<file path="src/rtl/cdc_handshake_sync.sv">
`default_nettype none
// ============================================================================
// Module   : cdc_handshake_sync
// Brief    : Single-clock model of a four-phase req/ack CDC handshake that
//            moves an incrementing payload from a sender to a receiver.
// Revision : 1.0 - initial release
// ============================================================================
module cdc_handshake_sync #(
    parameter int DATA_W      = 6,
    parameter int SYNC_STAGES = 2,
    parameter int START_VAL   = 0
) (
    input  logic              pclk,
    input  logic              rst_n,
    input  logic              data_ready,
    output logic [DATA_W-1:0] data_out
);

    typedef enum logic [1:0] {
        S_IDLE = 2'd0,
        S_REQ  = 2'd1,
        S_WACK = 2'd2
    } snd_state_t;

    typedef enum logic [0:0] {
        R_IDLE = 1'b0,
        R_ACK  = 1'b1
    } rcv_state_t;

    localparam logic [DATA_W-1:0] C_START = DATA_W'(START_VAL);

    snd_state_t              r_snd_state;
    snd_state_t              w_snd_next;
    rcv_state_t              r_rcv_state;
    rcv_state_t              w_rcv_next;

    logic [SYNC_STAGES-1:0]  r_rdy_sync;
    logic [SYNC_STAGES-1:0]  r_req_sync;
    logic [SYNC_STAGES-1:0]  r_ack_sync;
    logic                    r_req;
    logic                    r_ack;
    logic [DATA_W-1:0]       r_src_data;
    logic [DATA_W-1:0]       r_data_out;

    logic                    w_rdy_s;
    logic                    w_req_s;
    logic                    w_ack_s;
    logic                    w_req_rise;
    logic                    w_req_fall;
    logic                    w_ack_rise;
    logic                    w_ack_fall;

    assign w_rdy_s  = r_rdy_sync[SYNC_STAGES-1];
    assign w_req_s  = r_req_sync[SYNC_STAGES-1];
    assign w_ack_s  = r_ack_sync[SYNC_STAGES-1];
    assign data_out = r_data_out;

    // Each handshake edge spends one cycle in its source flop plus
    // SYNC_STAGES cycles in the destination synchronizer.
    always_ff @(posedge pclk) begin
        if (!rst_n) begin
            r_rdy_sync <= '0;
            r_req_sync <= '0;
            r_ack_sync <= '0;
        end else begin
            r_rdy_sync <= {r_rdy_sync[SYNC_STAGES-2:0], data_ready};
            r_req_sync <= {r_req_sync[SYNC_STAGES-2:0], r_req};
            r_ack_sync <= {r_ack_sync[SYNC_STAGES-2:0], r_ack};
        end
    end

    always_comb begin
        w_snd_next = r_snd_state;
        w_req_rise = 1'b0;
        w_req_fall = 1'b0;
        case (r_snd_state)
            S_IDLE: begin
                if (w_rdy_s) begin
                    w_snd_next = S_REQ;
                    w_req_rise = 1'b1;
                end
            end
            S_REQ: begin
                if (w_ack_s) begin
                    w_snd_next = S_WACK;
                    w_req_fall = 1'b1;
                end
            end
            S_WACK: begin
                // Wait for ack to drop so req never overlaps a stale ack.
                if (!w_ack_s) begin
                    w_snd_next = S_IDLE;
                end
            end
            default: w_snd_next = S_IDLE;
        endcase
    end

    always_comb begin
        w_rcv_next = r_rcv_state;
        w_ack_rise = 1'b0;
        w_ack_fall = 1'b0;
        case (r_rcv_state)
            R_IDLE: begin
                if (w_req_s) begin
                    w_rcv_next = R_ACK;
                    w_ack_rise = 1'b1;
                end
            end
            R_ACK: begin
                if (!w_req_s) begin
                    w_rcv_next = R_IDLE;
                    w_ack_fall = 1'b1;
                end
            end
            default: w_rcv_next = R_IDLE;
        endcase
    end

    always_ff @(posedge pclk) begin
        if (!rst_n) begin
            r_snd_state <= S_IDLE;
            r_req       <= 1'b0;
            r_src_data  <= C_START;
        end else begin
            r_snd_state <= w_snd_next;
            if (w_req_rise) begin
                r_req <= 1'b1;
            end
            if (w_req_fall) begin
                r_req      <= 1'b0;
                r_src_data <= r_src_data + DATA_W'(1);
            end
        end
    end

    // src_data is held stable throughout S_REQ, so sampling it here is safe.
    always_ff @(posedge pclk) begin
        if (!rst_n) begin
            r_rcv_state <= R_IDLE;
            r_ack       <= 1'b0;
            r_data_out  <= '0;
        end else begin
            r_rcv_state <= w_rcv_next;
            if (w_ack_rise) begin
                r_ack      <= 1'b1;
                r_data_out <= r_src_data;
            end
            if (w_ack_fall) begin
                r_ack <= 1'b0;
            end
        end
    end

endmodule
`default_nettype wire

</file>
<file path="config.mk">
export PLATFORM = sky130hd
export DESIGN_NAME = cdc_handshake_sync
export DESIGN_NICKNAME = d
export VERILOG_FILES = /design/src/rtl/cdc_handshake_sync.sv
export SDC_FILE = /design/constraint.sdc
export NUM_CORES = 1
export LEC_CHECK = 0
export CAP_MARGIN = 30
export CORE_MARGIN = 3
export CORE_UTILIZATION = 55
export DETAILED_ROUTE_END_ITERATION = 8
export DONT_BUFFER_PORTS = 1
export PLACE_DENSITY = 0.67
export RECOVER_POWER = 100
export SETUP_SLACK_MARGIN = 0.4
export SKIP_LAST_GASP = 1
export SLEW_MARGIN = 40
export SYNTH_ARGS = -nofsm -noshare
export SYNTH_HDL_FRONTEND = slang
export SYNTH_SLANG_ARGS = --single-unit
</file>
<file path="constraint.sdc">
create_clock -name pclk -period 1.6 [get_ports pclk]
set_clock_uncertainty 0.2 [all_clocks]
set_input_delay 0.24 -clock pclk [delete_from_list [all_inputs] [get_ports pclk]]
set_output_delay 0.24 -clock pclk [all_outputs]
set_load 0.02 [all_outputs]
</file>
==> results of run 1 <==
[cell type report]
type,count,area share [%]
multi-input combinational,58,42.1
inverter,2,0.743
tap,15,1.86
clock buffer,3,2.23
timing repair buffer,7,5.07
sequential,23,47.3
clock inverter,1,0.743
[stage by stage]
stage	hold WS (ns)	total power [mW]
2_1_floorplan	0.167	0.629
3_3_place_gp	0.164	0.629
3_5_place_dp	0.167	0.630
4_1_cts	-0.169	0.893
5_1_grt	-0.184	0.932
6_report	-0.164	0.890
[flip-flops by register name, indices dropped and copies added, names as in the netlist]
signal       count
data_out         6
r_src_data       6
r_ack_sync       2
r_rdy_sync       2
r_req_sync       2
r_snd_state      2
r_ack            1
r_rcv_state      1
r_req            1
[report_power, final]
part	switching [mW]	internal [mW]	leakage (nW)	total (mW)
Sequential	0.00913	0.578	0.191	0.587
Clock	0.179	0.0956	0.0139	0.274
Combinational	0.0102	0.0176	0.181	0.0279
Total	0.198	0.692	0.385	0.890
[path summary, 6_finish.rpt]
kind                   end  depth (start not counted)
max          r_src_data[5]                          3
min          r_rdy_sync[1]                          1
max reg2reg  r_src_data[5]                          3
min reg2reg  r_req_sync[1]                          1
[cells by family (layout without fill, tap and decap cells)]
family / Yosys count / count (layout) / synth area share [%]
mux: 2 / 2 / 2.34
compound gates: 17 / 17 / 14.0
xor+xnor: 3 / 3 / 3.07
fa+ha+maj: 1 / 1 / 1.46
flops: 23 / 23 / 53.7
buf+inv: 4 / 13 / 1.75
simple gates: 35 / 35 / 23.7
[cell usage after synthesis]
master and count:
inv_1 2, clkbuf_1 2, xnor2_1 2, nor2b_1 3, o31ai_1 2, a21boi_0 9
a21boi_1 1, o21ai_0 3, xor2_1 1, nand3_1 1, nand4b_1 1, ha_1 1
dfxtp_1 23, mux2i_1 2, and2_1 9, and3_1 1, nand3b_4 1, o21bai_1 1
nand2b_1 2, o211ai_1 1, or3_2 1, nand2_1 14, or4_1 1, nor3b_1 1
[critical path: stages, from the launching register on]
cell,delay [ns]
dfxtp_1,0.49
nand3b_4,0.12
or4_1,0.40
a21boi_1,0.13
[metal layers]
| layer | up-vias | track usage [%] |
|---|---|---|
| li1 | 302 | - |
| met5 | - | 0 |
| met3 | 5 | 9.09 |
| met4 | 0 | 5.26 |
| met1 | 257 | 20.2 |
| met2 | 10 | 27.6 |
[what timing repair did]
action | 4_1_cts | 5_1_grt
endpoints found under the hold margin | 23 | 22
resized for setup | 14 | 12
buffers inserted | 6 | 0
pin swaps | 1 | 2
setup endpoints to repair | 16 | 15
==> flow_summary.json, run 1 <==
{
  "cts_buffers": 3,
  "port_buffers": 0,
  "ys_seq_area_share_pct": 53.7,
  "finalSetupViolCount": 0,
  "yosysUniqueCellTypes": 24,
  "n_antenna_cell": 0,
  "p_per_area_nw_per_um2": 880,
  "period_needed_ns": 1.39,
  "grt_use_total_pct": 17.4,
  "final_area_sq_um": 1010,
  "coreArea_sq_um": 1380,
  "htreeDepth": 1,
  "rsz0062_at_grt": "yes",
  "seq_area_sq_um": 478,
  "die_x_um": 45.5,
  "area_delta_synth_final_pct": 18.0,
  "num_vias": 574,
  "slew_headroom_pct": 82.5,
  "p_leak_nw": 0.385,
  "required_ns": 1.66,
  "first_pass_iters": 2,
  "drtAntennaViolNets": 0,
  "syn_inst": 85,
  "highest_layer": "met4",
  "timing.final.ws_setup_ns": 0.207,
  "die_h_um": 45.5,
  "failed_checks": "negative hold slack",
  "rrSetupSlack_ns": 0.21,
  "hold_viol": 22,
  "grt_pass1_vias": 589,
  "cts.sinks": 23,
  "route.met2.wl_um": 706,
  "maxCapViolCount": 0,
  "yosys-top-cells-area": "dfxtp_1 54%, a21boi_0 7.9%, and2_1 6.6%",
  "cts_hold_buffers": 1,
  "initial_utilization_pct": 62.0,
  "routed_via_density": 5.27,
  "timing.final.crit_share_pct": 87.1,
  "crit_path_max_fanout": 5,
  "avgRoutedWirePerCell_um": 14.4,
  "syn_area_sq_um": 857,
  "arrival_ns": 1.45,
  "pre_cts_slack_ns": 0.256,
  "tightest_slew_ns": 0.262,
  "io_pins": 9,
  "mostFrequentLayoutCell": "dfxtp_1",
  "antenna_found_initial": 0,
  "criticalPathCategory": "flop to flop",
  "m1WireLength_um": 751,
  "hold_ws_ns": -0.164,
  "grt_max_degree": 25,
  "grt_overflow": 0,
  "cp-start-kind": "flop",
  "cts_max_path_buffers": 2,
  "drt_iter0_drc": 6,
  "synth-seq-cells": 23,
  "wl_um": 1570,
  "yosysTopAreaCell": "dfxtp_1",
  "gp_congestion": 0.789,
  "status": "finished, violations left",
  "cts_tree": "yes",
  "ys_warn_count": 0,
  "max_freq_ghz": 0.718,
  "final_cells": 109,
  "dp_cells": 98,
  "cts-root-buf": "clkbuf_4",
  "hold_path_class": "input pin to flop",
  "synth_top_area_share_pct": 53.7,
  "drc_errors": 0,
  "dp_hpwl_um": 894,
  "num-fill-cells": 107,
  "fin_setup_tns_ns": 0,
  "dpl_cell_area_sq_um": 885,
  "grt_pass1_wl_um": 2470,
  "final_util_pct": 73.1,
  "layout.nets": 99,
  "final_cell_mix": "17 x dfxtp_1, 14 x nand2_1, 9 x a21boi_0",
  "endpoint_kind": "flop",
  "clk_pin_slew_ns": 0.13,
  "r2r-start": "r_snd_state[0]",
  "hold_start": "rst_n",
  "drive_gt1_share_pct": 21.3,
  "startpoint": "r_snd_state[0]",
  "dieArea_sq_um": 2070,
  "clk_latency_ns": 0.32,
  "ir_drop_mv": 0.681,
  "slew_viol_final": 0,
  "syn-num-nets": 89,
  "multiInputGateArea_sq_um": 425,
  "rows": 13,
  "avgSynthCellArea_sq_um": 10.1,
  "dr_wl_met3_um": 84
}
(Power assumes the default switching activity.)
==> run 2, diff against run 1 <==
--- a/config.mk
+++ b/config.mk
@@ -7,7 +7,7 @@
 export LEC_CHECK = 0
 export CAP_MARGIN = 30
 export CORE_MARGIN = 3
-export CORE_UTILIZATION = 55
+export CORE_UTILIZATION = 52
 export DETAILED_ROUTE_END_ITERATION = 8
 export DONT_BUFFER_PORTS = 1
 export PLACE_DENSITY = 0.67
==> constraint.sdc (replaced) <==
create_clock -name pclk -period 1.13 [get_ports pclk]
set_clock_uncertainty 0.2 [all_clocks]
set_input_delay 0.2825 -clock pclk [delete_from_list [all_inputs] [get_ports pclk]]
set_output_delay 0.2825 -clock pclk [all_outputs]
set_load 0.02 [all_outputs]
==> flow_summary.json, run 2 (synthesis results as in run 1) <==
{
  "status": "finished, violations left",
  "failed_checks": "negative hold slack, negative setup slack",
  "cts.sinks": 23,
  "cts_setup_buffers": 0,
  "period_needed_ns": 1.34,
  "slew_headroom_pct": 86.9,
  "pwr-share-comb_pct": 4.5,
  "rsz0062_at_grt": "yes",
  "switching_power_uw": 254,
  "area_delta_synth_final_pct": 28.6,
  "pre_cts_slack_ns": -0.172,
  "final_cell_mix": "13 x nand2_1, 10 x dfxtp_4, 9 x a21boi_1, 9 x dfxtp_2, 6 x buf_4",
  "io_pins": 9,
  "drtAntennaViolNets": 0,
  "final_util_pct": 72.3,
  "cp-endpoint": "r_src_data[5]",
  "rows": 14,
  "dpl_cell_area_sq_um": 1010,
  "cts_max_path_buffers": 2,
  "clk_latency_ns": 0.30,
  "ir_drop_mv": 0.936,
  "rr_worst_depth": 3,
  "coreArea_sq_um": 1520,
  "htreeDepth": 1,
  "cts_buffers": 3,
  "maxCapViolCount": 0,
  "avgRoutedWirePerCell_um": 13.0,
  "drc_errors": 0,
  "grt_overflow": 0,
  "hold_ws_ns": -0.0960,
  "p_sw_share_pct": 20.5,
  "wl_um": 1480,
  "criticalPathCategory": "flop to flop",
  "gp_congestion": 0.691,
  "die_x_um": 46.6,
  "cp_slowest_cell": "or4_1",
  "grt_pass1_vias": 576,
  "num_vias": 598,
  "num-fill-cells": 123,
  "internal_power_uw": 982,
  "max_freq_ghz": 0.747,
  "hold_path_class": "input pin to flop",
  "timing.final.ws_setup_ns": -0.208,
  "arrival_ns": 1.38,
  "grt_use_total_pct": 16.7,
  "slew_viol_final": 0,
  "final_area_sq_um": 1100,
  "finalSetupViolCount": 12,
  "clockPowerShare_pct": 29.2,
  "slowest_delay_ns": 0.47,
  "p_leak_nw": 0.442,
  "first_pass_iters": 4,
  "p_per_area_nw_per_um2": 1120,
  "cp-start-kind": "flop",
  "tightest_slew_ns": 0.195,
  "grt_max_degree": 25,
  "initial_utilization_pct": 56.2,
  "cts_tree": "yes",
  "n_antenna_cell": 0,
  "rrSetupSlack_ns": -0.21,
  "drive_gt1_share_pct": 48.0,
  "endpoint_kind": "flop",
  "hold_viol": 23,
  "clk_pin_slew_ns": 0.12,
  "required_ns": 1.17,
  "mostFrequentLayoutCell": "nand2_1",
  "r2r-start": "r_src_data[1]",
  "timing.final.crit_share_pct": 118,
  "die_h_um": 46.6,
  "startpoint": "r_src_data[1]",
  "grt_pass1_wl_um": 2450,
  "crit_chain": "nand3_2 -> or4_1 -> a21boi_1",
  "dieArea_sq_um": 2170,
  "seq_power_share_pct": 66.3,
  "crit_path_max_fanout": 4,
  "antenna_found_initial": 0,
  "dp_hpwl_um": 1030,
  "reg2reg_to": "r_src_data[5]",
  "layout.nets": 103,
  "drt_iter0_drc": 9,
  "cts-root-buf": "clkbuf_4",
  "port_buffers": 0,
  "routed_via_density": 5.25
}
-- run 2: timing repair --
item	in CTS	in global routing
endpoints found under the hold margin	23	23
pin swaps	13	6
resized for setup	18	11
endpoints found under the setup margin	28	28
-- run 2: cell type report --
type	instances	area, sq um	area share (%)
well taps	16	20.0	1.82
flip-flops and latches	23	509	46.2
multi-input cells	58	438	39.7
repair buffers	11	101	9.19
inverters	2	7.51	0.681
clock buffers	4	26.3	2.38
-- run 2: metal layers --
layer / part of all wire (%) / wire length, um / global-route usage (%) / vias to the layer above
li1: - / - / - / 316
met1: 44 / 645 / 19.4 / 270
met2: 52 / 767 / 27.2 / 10
met3: 3.3 / 49 / 4.30 / 2
met4: 1.3 / 19 / 10.2 / 0
met5: 0 / 0 / 0 / -
-- run 2: critical path, delay by kind of cell (launching register included) --
kind / cells / cell delay, ns
and+or+nand+nor: 2 / 0.56
DFF: 1 / 0.39
AOI/OAI and AO/OA: 1 / 0.12
-- run 2: worst min path at each step --
stage / start / endpoint / slack [ns] / cells past startpoint
global route: rst_n / data_out[4] / -0.12 / 1
CTS: rst_n / r_src_data[2] / -0.12 / 1
detailed placement: rst_n / r_rdy_sync[1] / 0.21 / 1
floorplan: data_ready / r_rdy_sync[0] / 0.21 / 1
finish: rst_n / r_src_data[2] / -0.1 / 1
global placement: rst_n / r_rcv_state / 0.21 / 1
-- run 2: power groups by stage --
stage	registers (mW)	clock network (mW)	logic, mW
after floorplan	0.842	0	0.0425
after global placement	0.841	0	0.0450
after detailed placement	0.842	0	0.0461
after CTS	0.823	0.378	0.0516
after global routing	0.822	0.423	0.0620
final	0.819	0.360	0.0560
-- run 2: through the flow --
| stage | total power [mW] | cells | setup TNS (ns) | hold WS (ns) |
|---|---|---|---|---|
| 4_1_cts | 1.25 | 114 | -1.11 | -0.115 |
| 6_report | 1.24 | 114 | -1.04 | -0.0960 |
| 3_3_place_gp | 0.886 | 110 | -0.478 | 0.207 |
| 2_1_floorplan | 0.884 | 85 | -0.377 | 0.210 |
| 3_5_place_dp | 0.888 | 110 | -0.656 | 0.210 |
| 5_1_grt | 1.31 | 114 | -1.63 | -0.121 |
==> run 3, diff against run 2 <==
--- a/config.mk
+++ b/config.mk
@@ -7,9 +7,10 @@
 export LEC_CHECK = 0
 export CAP_MARGIN = 30
 export CORE_MARGIN = 3
-export CORE_UTILIZATION = 52
+export CORE_UTILIZATION = 55
 export DETAILED_ROUTE_END_ITERATION = 8
 export DONT_BUFFER_PORTS = 1
+export HOLD_SLACK_MARGIN = 0.1
 export PLACE_DENSITY = 0.67
 export RECOVER_POWER = 100
 export SETUP_SLACK_MARGIN = 0.4
==> constraint.sdc (replaced) <==
create_clock -name pclk -period 1.3 [get_ports pclk]
set_clock_uncertainty 0.2 [all_clocks]
set_input_delay 0.325 -clock pclk [delete_from_list [all_inputs] [get_ports pclk]]
set_output_delay 0.325 -clock pclk [all_outputs]
set_load 0.02 [all_outputs]
==> flow_summary.json, run 3 (synthesis results as in run 1) <==
{
  "status": "finished, violations left",
  "failed_checks": "negative hold slack, negative setup slack",
  "cp_slowest_cell": "or4_1",
  "coreArea_sq_um": 1380,
  "wl_um": 1510,
  "final_cell_mix": "13 x nand2_1, 10 x dfxtp_4, 9 x dfxtp_1",
  "dp_hpwl_um": 968,
  "avgRoutedWirePerCell_um": 13.3,
  "hold_viol": 23,
  "drt_iter0_drc": 7,
  "grt_pass1_vias": 583,
  "port_buffers": 0,
  "timing.final.crit_share_pct": 103,
  "cts_buffers": 3,
  "routed_via_density": 5.53,
  "rrSetupSlack_ns": -0.04,
  "htreeDepth": 1,
  "die_h_um": 45.5,
  "drc_errors": 0,
  "grt_overflow": 0,
  "clk_latency_ns": 0.31,
  "reg2reg_to": "r_src_data[5]",
  "slowest_delay_ns": 0.48,
  "gp_congestion": 0.709,
  "crit_path_max_fanout": 3,
  "grt_pass1_wl_um": 2530,
  "holdPathStages": 1,
  "endpoint_kind": "flop",
  "hold_path_class": "input pin to flop",
  "die_x_um": 45.5,
  "dieArea_sq_um": 2070,
  "maxCapViolCount": 0,
  "min_to": "r_src_data[2]",
  "max_freq_ghz": 0.747,
  "mostFrequentLayoutCell": "nand2_1",
  "rows": 13,
  "area_delta_synth_final_pct": 26.9,
  "cp-start-kind": "flop",
  "layout.nets": 103,
  "crit_chain": "nand3_4 -> or4_1 -> a21boi_1",
  "hold_ws_ns": -0.0644,
  "rsz0062_at_grt": "yes",
  "slew_headroom_pct": 82.3,
  "finalSetupViolCount": 1,
  "dp_cells": 104,
  "clk_pin_slew_ns": 0.12,
  "p_per_area_nw_per_um2": 983,
  "timing.final.ws_setup_ns": -0.0390,
  "first_pass_iters": 4,
  "drtAntennaViolNets": 0,
  "ir_drop_mv": 0.710,
  "p_leak_nw": 0.423,
  "hold_start": "rst_n",
  "critPathTopFamily": "simple AND/OR/NAND/NOR gates",
  "slew_viol_final": 0,
  "cts.sinks": 23,
  "cts_max_path_buffers": 2,
  "period_needed_ns": 1.34,
  "required_ns": 1.35,
  "grt_use_total_pct": 17.8,
  "final_util_pct": 78.6,
  "antenna_found_initial": 0,
  "num_vias": 625,
  "n_antenna_cell": 0,
  "p_total_mw": 1.07,
  "grt_max_degree": 25,
  "cts_tree": "yes",
  "initial_utilization_pct": 62.0,
  "io_pins": 9,
  "cp_num_buf_inv": 0,
  "cts-root-buf": "clkbuf_4",
  "final_cells": 113,
  "rr_worst_depth": 3,
  "criticalPathCategory": "flop to flop",
  "drive_gt1_share_pct": 37.8,
  "arrival_ns": 1.39,
  "tightest_slew_ns": 0.264,
  "r2r-start": "r_src_data[0]"
}
## run 3: worst max path at each step
stage	startpoint	endpoint	slack [ns]	depth (start not counted)
final	r_src_data[0]	r_src_data[5]	-0.04	3
after global placement	r_src_data[1]	r_src_data[5]	0.01	3
after global routing	r_src_data[0]	r_src_data[4]	-0.07	4
after detailed placement	r_src_data[1]	r_src_data[5]	-0.03	3
after CTS	r_src_data[1]	r_src_data[5]	-0.03	3
after floorplan	r_snd_state[1]	r_src_data[5]	0.03	3
## run 3: where the power goes
part           total, mW  internal, mW  switching, mW
logic             0.0371        0.0237         0.0135
clock network      0.320         0.120          0.200
registers          0.712         0.701         0.0114
total               1.07         0.844          0.225
## run 3: per-stage QoR
step	setup slack (ns)	hold WS, ns	setup TNS [ns]	instance area (sq um)
floorplan	0.0292	0.212	0	913
global placement	0.0125	0.215	0	958
detailed placement	-0.0272	0.222	-0.0272	958
CTS	-0.0277	-0.0804	-0.0401	1080
global route	-0.0747	-0.0906	-0.195	1090
finish	-0.0390	-0.0644	-0.0390	1090
## run 3: per-layer routing
layer | up-vias | GRT usage, % | part of all wire (%)
met2 | 18 | 27.6 | 47
li1 | 313 | - | -
met3 | 2 | 5.14 | 4.3
met5 | - | 0 | 0
met4 | 0 | 12.3 | 1.3
met1 | 292 | 20.9 | 48
## run 3: repair_timing
| action | 4_1_cts | 5_1_grt |
|---|---|---|
| pin swaps | 11 | 11 |
| setup endpoints to repair | 22 | 22 |
| resized for setup | 28 | 5 |
| endpoints found under the hold margin | 23 | 23 |
| buffers inserted | 4 | 1 |
## run 3: area by class of cell
cell class / count / area (sq um)
clock buffers: 4 / 26.3
flip-flops and latches: 23 / 503
inverters: 2 / 7.51
fillers: 103 / 295
multi-input cells: 58 / 439
well taps: 15 / 18.8
repair buffers: 11 / 92.6
